File: src/rtl/det_stream_ctrl_if.sv
// rtl/det_stream_ctrl_if.sv - word stream handshake bundle between source and det_stream_ctrl
interface det_stream_ctrl_if #(
  parameter int DW = 8
) ();
  logic          s_valid;
  logic [DW-1:0] s_data;
  logic          s_last;
  logic          s_ready;

  modport master (output s_valid, output s_data, output s_last, input s_ready);
  modport slave  (input s_valid, input s_data, input s_last, output s_ready);
endinterface

File: src/rtl/det_stream_ctrl.sv
// rtl/det_stream_ctrl.sv - serialises framed words MSB first into a bit detector and counts its hits
// Optional build macro HIT_SAT_EN: hit counter saturates at all-ones instead of wrapping.
module det_stream_ctrl #(
  parameter int DW = 8,
  parameter int CW = 16
) (
  input  logic          i_clk,
  input  logic          i_rst,
  det_stream_ctrl_if.slave s_if,
  output logic          o_det_in,
  output logic          o_det_rstn,
  input  logic          i_det_hit,
  input  logic [CW-1:0] i_thresh,
  input  logic          i_cnt_clr,
  input  logic          i_irq_clr,
  output logic [CW-1:0] o_hit_cnt,
  output logic          o_irq,
  output logic          o_underrun,
  output logic          o_frame_done,
  output logic          o_busy
);

  localparam int BW = (DW > 1) ? $clog2(DW) : 1;
  localparam logic [BW-1:0] LAST_BIT = BW'(DW - 1);

  typedef enum logic [1:0] {IDLE, SHIFT, DRAIN} state_t;

  state_t        r_state;
  state_t        w_next;
  logic [DW-1:0] r_sr;
  logic [BW-1:0] r_bcnt;
  logic          r_cur_last;
  logic          r_in_frame;
  logic          r_was_shift;
  logic [CW-1:0] r_hit_cnt;
  logic          r_irq;
  logic          r_underrun;

  logic          w_ready;
  logic          w_accept;
  logic          w_last_bit;
  logic          w_stall;
  logic          w_hit;
  logic          w_cnt_en;
  logic          w_counted;
  logic          w_irq_set;
  logic [CW-1:0] w_cnt_next;

  assign w_last_bit = (r_bcnt == LAST_BIT);
  assign w_accept   = s_if.s_valid & w_ready;
  // A non-last word whose final bit finds no follow-up word breaks the frame.
  assign w_stall    = (r_state == SHIFT) & w_last_bit & r_in_frame & ~s_if.s_valid;

  // Next state and per-state outputs toward source and detector.
  always_comb begin
    w_next       = r_state;
    w_ready      = 1'b0;
    o_det_in     = 1'b0;
    o_det_rstn   = 1'b0;
    o_frame_done = 1'b0;
    case (r_state)
      IDLE: begin
        w_ready = 1'b1;
        if (s_if.s_valid) w_next = SHIFT;
      end
      SHIFT: begin
        o_det_rstn = 1'b1;
        o_det_in   = r_sr[DW-1];
        w_ready    = w_last_bit & ~r_cur_last;
        if (w_last_bit) w_next = (w_ready & s_if.s_valid) ? SHIFT : DRAIN;
      end
      DRAIN: begin
        o_frame_done = r_cur_last;
        w_next       = IDLE;
      end
      default: w_next = IDLE;
    endcase
  end

  assign s_if.s_ready = w_ready;

  // State register.
  always_ff @(posedge i_clk) begin
    if (i_rst) r_state <= IDLE;
    else       r_state <= w_next;
  end

  // Shift register, bit position and frame tracking.
  always_ff @(posedge i_clk) begin
    if (i_rst) begin
      r_sr        <= '0;
      r_bcnt      <= '0;
      r_cur_last  <= 1'b0;
      r_in_frame  <= 1'b0;
      r_was_shift <= 1'b0;
    end else begin
      r_was_shift <= (r_state == SHIFT);
      if (w_accept) begin
        r_sr       <= s_if.s_data;
        r_bcnt     <= '0;
        r_cur_last <= s_if.s_last;
        r_in_frame <= ~s_if.s_last;
      end else if (r_state == SHIFT) begin
        r_sr   <= {r_sr[DW-2:0], 1'b0};
        r_bcnt <= r_bcnt + 1'b1;
      end
    end
  end

  // The detector output is registered, so it only reflects a real bit one cycle after SHIFT.
  assign w_hit = r_was_shift & i_det_hit;
`ifdef HIT_SAT_EN
  assign w_cnt_en = w_hit & ~(&r_hit_cnt);
`else
  assign w_cnt_en = w_hit;
`endif
  assign w_cnt_next = i_cnt_clr ? CW'(1) : r_hit_cnt + 1'b1;
  assign w_counted  = i_cnt_clr ? w_hit : w_cnt_en;
  assign w_irq_set  = w_counted & (w_cnt_next == i_thresh) & (i_thresh != '0);

  // Hit counter; a clear coinciding with a hit leaves that hit counted.
  always_ff @(posedge i_clk) begin
    if (i_rst)          r_hit_cnt <= '0;
    else if (i_cnt_clr) r_hit_cnt <= {{(CW-1){1'b0}}, w_hit};
    else if (w_cnt_en)  r_hit_cnt <= w_cnt_next;
  end

  // Sticky status flags; a set in the same cycle as irq_clr wins.
  always_ff @(posedge i_clk) begin
    if (i_rst) begin
      r_irq      <= 1'b0;
      r_underrun <= 1'b0;
    end else begin
      if (w_irq_set)      r_irq <= 1'b1;
      else if (i_irq_clr) r_irq <= 1'b0;
      if (w_stall)        r_underrun <= 1'b1;
      else if (i_irq_clr) r_underrun <= 1'b0;
    end
  end

  assign o_hit_cnt  = r_hit_cnt;
  assign o_irq      = r_irq;
  assign o_underrun = r_underrun;
  assign o_busy     = (r_state != IDLE);

endmodule

File: src/flat_wrapper.sv
// flat-port wrapper written by rule: the top's interface ports become plain ports
module det_stream_ctrl_flat 
#(
  parameter int DW = 8,
  parameter int CW = 16
)
  (i_clk, i_rst, o_det_in, o_det_rstn, i_det_hit, i_thresh, i_cnt_clr, i_irq_clr, o_hit_cnt, o_irq, o_underrun, o_frame_done, o_busy, s_if_s_valid, s_if_s_data, s_if_s_last, s_if_s_ready);
  det_stream_ctrl_if #(.DW(DW)) s_if_i ();
  input  logic i_clk;
  input  logic i_rst;
  output logic o_det_in;
  output logic o_det_rstn;
  input  logic i_det_hit;
  input  logic [CW-1:0] i_thresh;
  input  logic i_cnt_clr;
  input  logic i_irq_clr;
  output logic [CW-1:0] o_hit_cnt;
  output logic o_irq;
  output logic o_underrun;
  output logic o_frame_done;
  output logic o_busy;
  input wire logic [$bits(s_if_i.s_valid)-1:0] s_if_s_valid;
  input wire logic [$bits(s_if_i.s_data)-1:0] s_if_s_data;
  input wire logic [$bits(s_if_i.s_last)-1:0] s_if_s_last;
  output wire logic [$bits(s_if_i.s_ready)-1:0] s_if_s_ready;
  assign s_if_i.s_valid = s_if_s_valid;
  assign s_if_i.s_data = s_if_s_data;
  assign s_if_i.s_last = s_if_s_last;
  assign s_if_s_ready = s_if_i.s_ready;
  det_stream_ctrl #(.DW(DW), .CW(CW)) u_core (.i_clk(i_clk), .i_rst(i_rst), .s_if(s_if_i), .o_det_in(o_det_in), .o_det_rstn(o_det_rstn), .i_det_hit(i_det_hit), .i_thresh(i_thresh), .i_cnt_clr(i_cnt_clr), .i_irq_clr(i_irq_clr), .o_hit_cnt(o_hit_cnt), .o_irq(o_irq), .o_underrun(o_underrun), .o_frame_done(o_frame_done), .o_busy(o_busy));
endmodule
File: config.mk
export PLATFORM = sky130hd
export DESIGN_NAME = det_stream_ctrl_flat
export DESIGN_NICKNAME = d
export VERILOG_FILES = /design/src/rtl/det_stream_ctrl_if.sv /design/src/rtl/det_stream_ctrl.sv /design/src/flat_wrapper.sv
export SDC_FILE = /design/constraint.sdc
export NUM_CORES = 1
export LEC_CHECK = 0
export CORE_ASPECT_RATIO = 2
export CORE_MARGIN = 10
export CORE_UTILIZATION = 46
export CTS_BUF_LIST = sky130_fd_sc_hd__clkbuf_8
export CTS_CLUSTER_DIAMETER = 100
export DETAILED_ROUTE_END_ITERATION = 7
export PLACE_DENSITY = 0.78
export SLEW_MARGIN = 20
export SYNTH_ARGS = -nofsm -noshare
export SYNTH_HDL_FRONTEND = slang
export SYNTH_SLANG_ARGS = --single-unit
File: constraint.sdc
create_clock -name i_clk -period 2.2 [get_ports i_clk]
set_clock_uncertainty 0.15 [all_clocks]
set_input_delay 0.44 -clock i_clk [delete_from_list [all_inputs] [get_ports i_clk]]
set_output_delay 0.44 -clock i_clk [all_outputs]
set_load 0.005 [all_outputs]
# Word level (Yosys, flattened, before mapping)
# Cells that the tools add are included.
dict set report totals {
  reg_bits 34
  word_cells 56
  out_inout_bits 23
}
dict set report classes {
  reduce_logical 10
  n_mux 16
  n_bitwise 12
  eq_ne 6
  add_sub_neg 2
}
# op n
set op_table {}
lappend op_table {{adder 16 x 1 -> 16 bit, second input constant} 1}
lappend op_table {{== test 16 bit} 1}
lappend op_table {{2-to-1 mux 16 bit} 1}
lappend op_table {{2-to-1 mux 8 bit} 2}
lappend op_table {{nonzero test 16 bit} 1}
lappend op_table {{nonzero test 2 bit} 5}
lappend op_table {{bitwise AND 1 bit} 9}
lappend op_table {{2-to-1 mux 1 bit} 8}
lappend op_table {{2-to-1 mux 2 bit} 3}
lappend op_table {{case mux 2 bit (2 select lines)} 1}
lappend op_table {{OR reduction 2 bit} 2}
lappend op_table {{adder 3 x 1 -> 3 bit, second input constant} 1}
lappend op_table {{== test 3 bit, second input constant} 1}
lappend op_table {{NOT 1 bit} 3}
lappend op_table {{== test 2 x 1 -> 1 bit, second input constant} 1}
lappend op_table {{== test 2 bit, second input constant} 1}
lappend op_table {{zero test 2 bit} 1}
lappend op_table {{!= test 2 x 1 -> 1 bit, second input constant} 1}
lappend op_table {{!= test 2 bit, second input constant} 1}
lappend op_table {{case mux 1 bit (2 select lines)} 1}
lappend op_table {{AND reduction 2 bit} 1}

# Longest topological paths before layout
dict set report depth {
  word_depth 6
  depth_mapped 9
  ltp_nobuf 8
}

# Worst setup path after synthesis
# No wires, ideal clock.
dict set report synth_path {
  kind {register -> register}
  from {register u_core.r_hit_cnt[0] (netlist: u_core.o_hit_cnt[0])}
  to {register u_core.r_irq (netlist: u_core.o_irq)}
  path_slack_ps -166
  required_ps 1991
  t_arrival_ps 2158
  stages_incl_launch_ff 9
  setup_ps 59
  path_cell_list {dfxtp_1 > ha_1 > xor2_1 > or4b_1 > a22oi_1 > nand3_1 > nor4_1 > nor4b_2 > a22o_1}
}
dict set report synth_via {
  elab_chain_len 6
}
# element line_no
set synth_rtl {}
lappend synth_rtl {{start, declared} det_stream_ctrl.sv:35} ;# logic [CW-1:0] r_hit_cnt;
lappend synth_rtl {{start signal, assigned} det_stream_ctrl.sv:124} ;# else if (i_cnt_clr) r_hit_cnt <= {{(CW-1){1'b0}}, w_hit};
lappend synth_rtl {{start signal, assigned} det_stream_ctrl.sv:125} ;# else if (w_cnt_en) r_hit_cnt <= w_cnt_next;
lappend synth_rtl {{adder 16 x 1 -> 16 bit *} det_stream_ctrl.sv:117} ;# assign w_cnt_next = i_cnt_clr ? CW'(1) : r_hit_cnt + 1'b1;
lappend synth_rtl {{2-to-1 mux 16 bit *} det_stream_ctrl.sv:117}
lappend synth_rtl {{== test 16 bit *} det_stream_ctrl.sv:119} ;# assign w_irq_set = w_counted & (w_cnt_next == i_thresh) & (i_thresh != '0);
lappend synth_rtl {{bitwise AND 1 bit * (2 in a row)} det_stream_ctrl.sv:119}
lappend synth_rtl {{2-to-1 mux 1 bit or nonzero test 2 bit (tied branches)} --}
lappend synth_rtl {{end signal, assigned} det_stream_ctrl.sv:131} ;# r_irq <= 1'b0;
lappend synth_rtl {{end signal, assigned} det_stream_ctrl.sv:134} ;# if (w_irq_set) r_irq <= 1'b1;
lappend synth_rtl {{end signal, assigned} det_stream_ctrl.sv:135} ;# else if (i_irq_clr) r_irq <= 1'b0;
lappend synth_rtl {{end, declared} det_stream_ctrl.sv:36} ;# logic r_irq;
# Every way passes the cells marked *; elsewhere a longest branch is shown, timed or not.
# A chain may end at the register's enable or synchronous reset.

# Worst setup path in the final report
# Ends and elaborated chain as after synthesis.

==> results.md <==
- Seq/Total Area, Yosys: 30.9%
- Primary FF master, synth: dfxtp_1
- DR iter-0 viols: between 100 and 150
- Post-route setup slack: -0.121 ns
- Setup Total Neg Slack: -0.121 ns
- Postcts setup bufs: 0
- Reg clk slew, reported paths: 0.07 ns
- CP delay by family, top: simple AND/OR/NAND/NOR gates
- Fin area: 0.00327 mm^2
- # DRC: 0
- Initial antenna violation count: 0
- Hold Path Sink: u_core.r_sr[0]$_SDFFE_PP0P_
- Status: complete, but fails checks
- Cell Area, Placed: ~0.0031 mm^2
- Layout cells sized above 1: 19.6%
- Root buf cell: clkbuf_8
- Dpl ws: -0.486 ns
- GPL Wtd Cong: between 0.9 and 1
- WP data required: 2.29 ns
- Inst Count DP: 425
- DR vias: 2477
- CTS max path bufs: 2
- CP Launch Type: flop
- Rel. slew slack: 65.4%
- Final Cycle Share: 105%
- DR vias/cell: approximately 5.7
- Hold depth: 2
- Max rail drop VDD: 0.000630 V
- Commonest cells post-synth: nor2_1 (38), dfxtp_1 (34), nand2_1 (26)
- Critical-path maximum fanout: 3
- R2R setup slack: -0.12 ns
- Vias in the first global route: 2434
- Pleak: 1.21 nW
- Launching point of the worst reg2reg path: u_core.o_hit_cnt[0]$_SDFFE_PP0P_
- Worst Tran Pin Value: 0.517 ns
- Chip Width: about 70 um
- CP endpoint kind: flop
- Critical path class: flop to flop
- Fin crit period: approximately 2.3 ns
- Final setup fails: 1
- GR Layer Usage met2: 29.6%
- Synth Instances: between 200 and 300
- Buf/Inv on CP: 0
- Area leader, netlist: dfxtp_1
- H-tree depth: 2
- #FFs+latches synth: 34
- Pwr Density: between 400 and 500 mW/mm^2
- Cell depth of the worst flop-to-flop path: 8
- Largest net degree at the start of global routing: 20
- Hold WC Path Type: flop to flop
- Synth area leaders: dfxtp_1 (31%), nor2_1 (6.5%), xor2_1 (5.6%)
- Drt pass-1 iters: 4
- Global-route wire length before repair: 11.2 mm
- TritonCTS clock tree: done
- Final Hold Vio Count: 0
- Max_cap viols: 0
- Failing checks: negative setup slack
- Met3 Use GR: ~4.5%
- RR Endpoint: u_core.o_irq$_SDFFE_PP0P_
- Yosys top cell area share: 30.9%
- Avg Synthesized Cell Area: 7.70 um^2
- Most Used Layer, Global Route: met2
- Hold_ws: 0.330 ns
- Die height: ~120 um
- Area grow syn2layout: 48.5%
- Rows: 35
- Synthesized net count: 320
- Hold Crit Start: u_core.r_sr[0]$_SDFFE_PP0P_
- Most common cell in the netlist: nor2_1
- CTS Buf Count: 5
- DP HPWL: 5.47 mm
- Max Clk Rate: 0.431 GHz
- Grt total ovfl: 0
- Distinct cells, synth: 53
- RSZ-0062 raised after global routing: true
- Post-synth ARST share: 0%
- Post-layout total power: 1.42 mW
- Ant diodes: 0
- Die area: 0.00812 mm^2
- Tot GR Track Use: 17.3%
- M1 GR Usage: between 15 and 20%
- Synth Cell Area: 0.00220 mm^2
- # IOs: 54
- Synth warn: 0
- Port buffer count: 53
- Worst EP arrival: 2.41 ns
- WL per Instance: 16.1 um
- Post-synth EDFFs: 0
- Total routed wirelength: about 7 mm
- Core box area: 0.00464 mm^2
- Total clock sinks: 34
- Worst-Skew Late Latency: 0.29 ns
- Final design utilization: 70.4%
- Largest stage delay on the critical path: 0.49 ns
- Max-slew violation count: 0
- Post-route ant nets: 0
- Starting Density: 47.4%
- Crit-path cells: ha_4 > xor2_1 > or4b_1 > a22oi_2 > nand3_1 > nor4_1 > nor4b_2 > a22o_1
- CP max stage cell: or4b_1
- Nets: 411
- Final instance count without filler cells: 433
[layout make-up]
cell class	count	area, um^2
clock buffers	5	68.8
clock inverters	3	37.5
fillers	392	1370
inverters	7	26.3
multi-input cells	224	1460
flip-flops and latches	34	692
well taps	55	68.8
repair buffers	105	917
[report_power, final]
group          total, mW  internal, mW  switching (mW)  leakage (nW)
sequential         0.646         0.634          0.0123         0.280
combinational      0.219         0.116           0.102         0.866
clock              0.558         0.330           0.228        0.0607
total               1.42          1.08           0.343          1.21
[how the worst max path moves through the flow]
stage,slack [ns],depth (start not counted),startpoint,end
after detailed placement,-0.49,8,i_thresh[1],u_core.o_irq$_SDFFE_PP0P_
final,-0.12,8,u_core.o_hit_cnt[0]$_SDFFE_PP0P_,u_core.o_irq$_SDFFE_PP0P_
after global placement,-0.47,8,i_thresh[1],u_core.o_irq$_SDFFE_PP0P_
after global routing,-0.28,8,u_core.o_hit_cnt[0]$_SDFFE_PP0P_,u_core.o_irq$_SDFFE_PP0P_
after CTS,-0.14,8,u_core.o_hit_cnt[0]$_SDFFE_PP0P_,u_core.o_irq$_SDFFE_PP0P_
after floorplan,0.006,8,u_core.o_hit_cnt[6]$_SDFFE_PP0P_,u_core.o_irq$_SDFFE_PP0P_
[cells by family after synthesis]
group,share of synthesized area [%]
muxes,2.27
DFF,30.9
adders and majority gates,1.71
AOI/OAI and AO/OA,15.2
buffers and inverters,5.12
and+or+nand+nor,33.4
xor gates and xnor gates,11.4
[routing by layer]
layer | vias to the layer above | part of all wire, %
li1 | 1202 | -
met1 | 1181 | 37
met2 | 73 | 53
met3 | 21 | 6.1
met4 | 0 | 4.2
met5 | - | 0
[layout by cell type (no fill, tap or decap), types with 2 or more instances in the layout]
master	instances
a211oi_1	2
nand3_1	14
clkdlybuf4s50_1	50
or4b_1	2
nor4_1	7
nor2_1	38
dfxtp_2	3
nand4_1	8
a311oi_1	7
a21oi_2	2
nor4bb_1	2
mux2i_1	5
buf_4	52
nor2b_1	6
o21ai_0	7
dlygate4sd2_1	3
dfxtp_4	2
nor3_1	10
and3_1	2
and4_1	3
a21oi_1	12
dfxtp_1	29
nand2_1	26
or4_1	2
xnor2_1	12
xor2_1	14
inv_1	9
or2_2	2
clkbuf_8	5
ha_1	2
a211o_1	2
nand2b_1	6
or3_1	5
[worst min-delay path, stage by stage, from the launching register on]
cell	delay, ns
dfxtp_1	0.31
nand3_1	0.06
a21oi_1	0.06
[flip-flops by register name, summed over array words and instances, names as in the netlist]
signal,cells
u_core.o_hit_cnt,16
u_core.o_irq,1
u_core.r_was_shift,1
u_core.o_underrun,1
u_core.r_bcnt,3
u_core.r_state,2
u_core.r_sr,8
u_core.r_cur_last,1
u_core.r_in_frame,1
[timing repair]
item,4_1_cts,5_1_grt
hold buffers,0,0
gates cloned,0,0
pin swaps,0,3
endpoints found under the setup margin,2,2
resized for setup,5,8
Power figures use the tool's default switching activity.
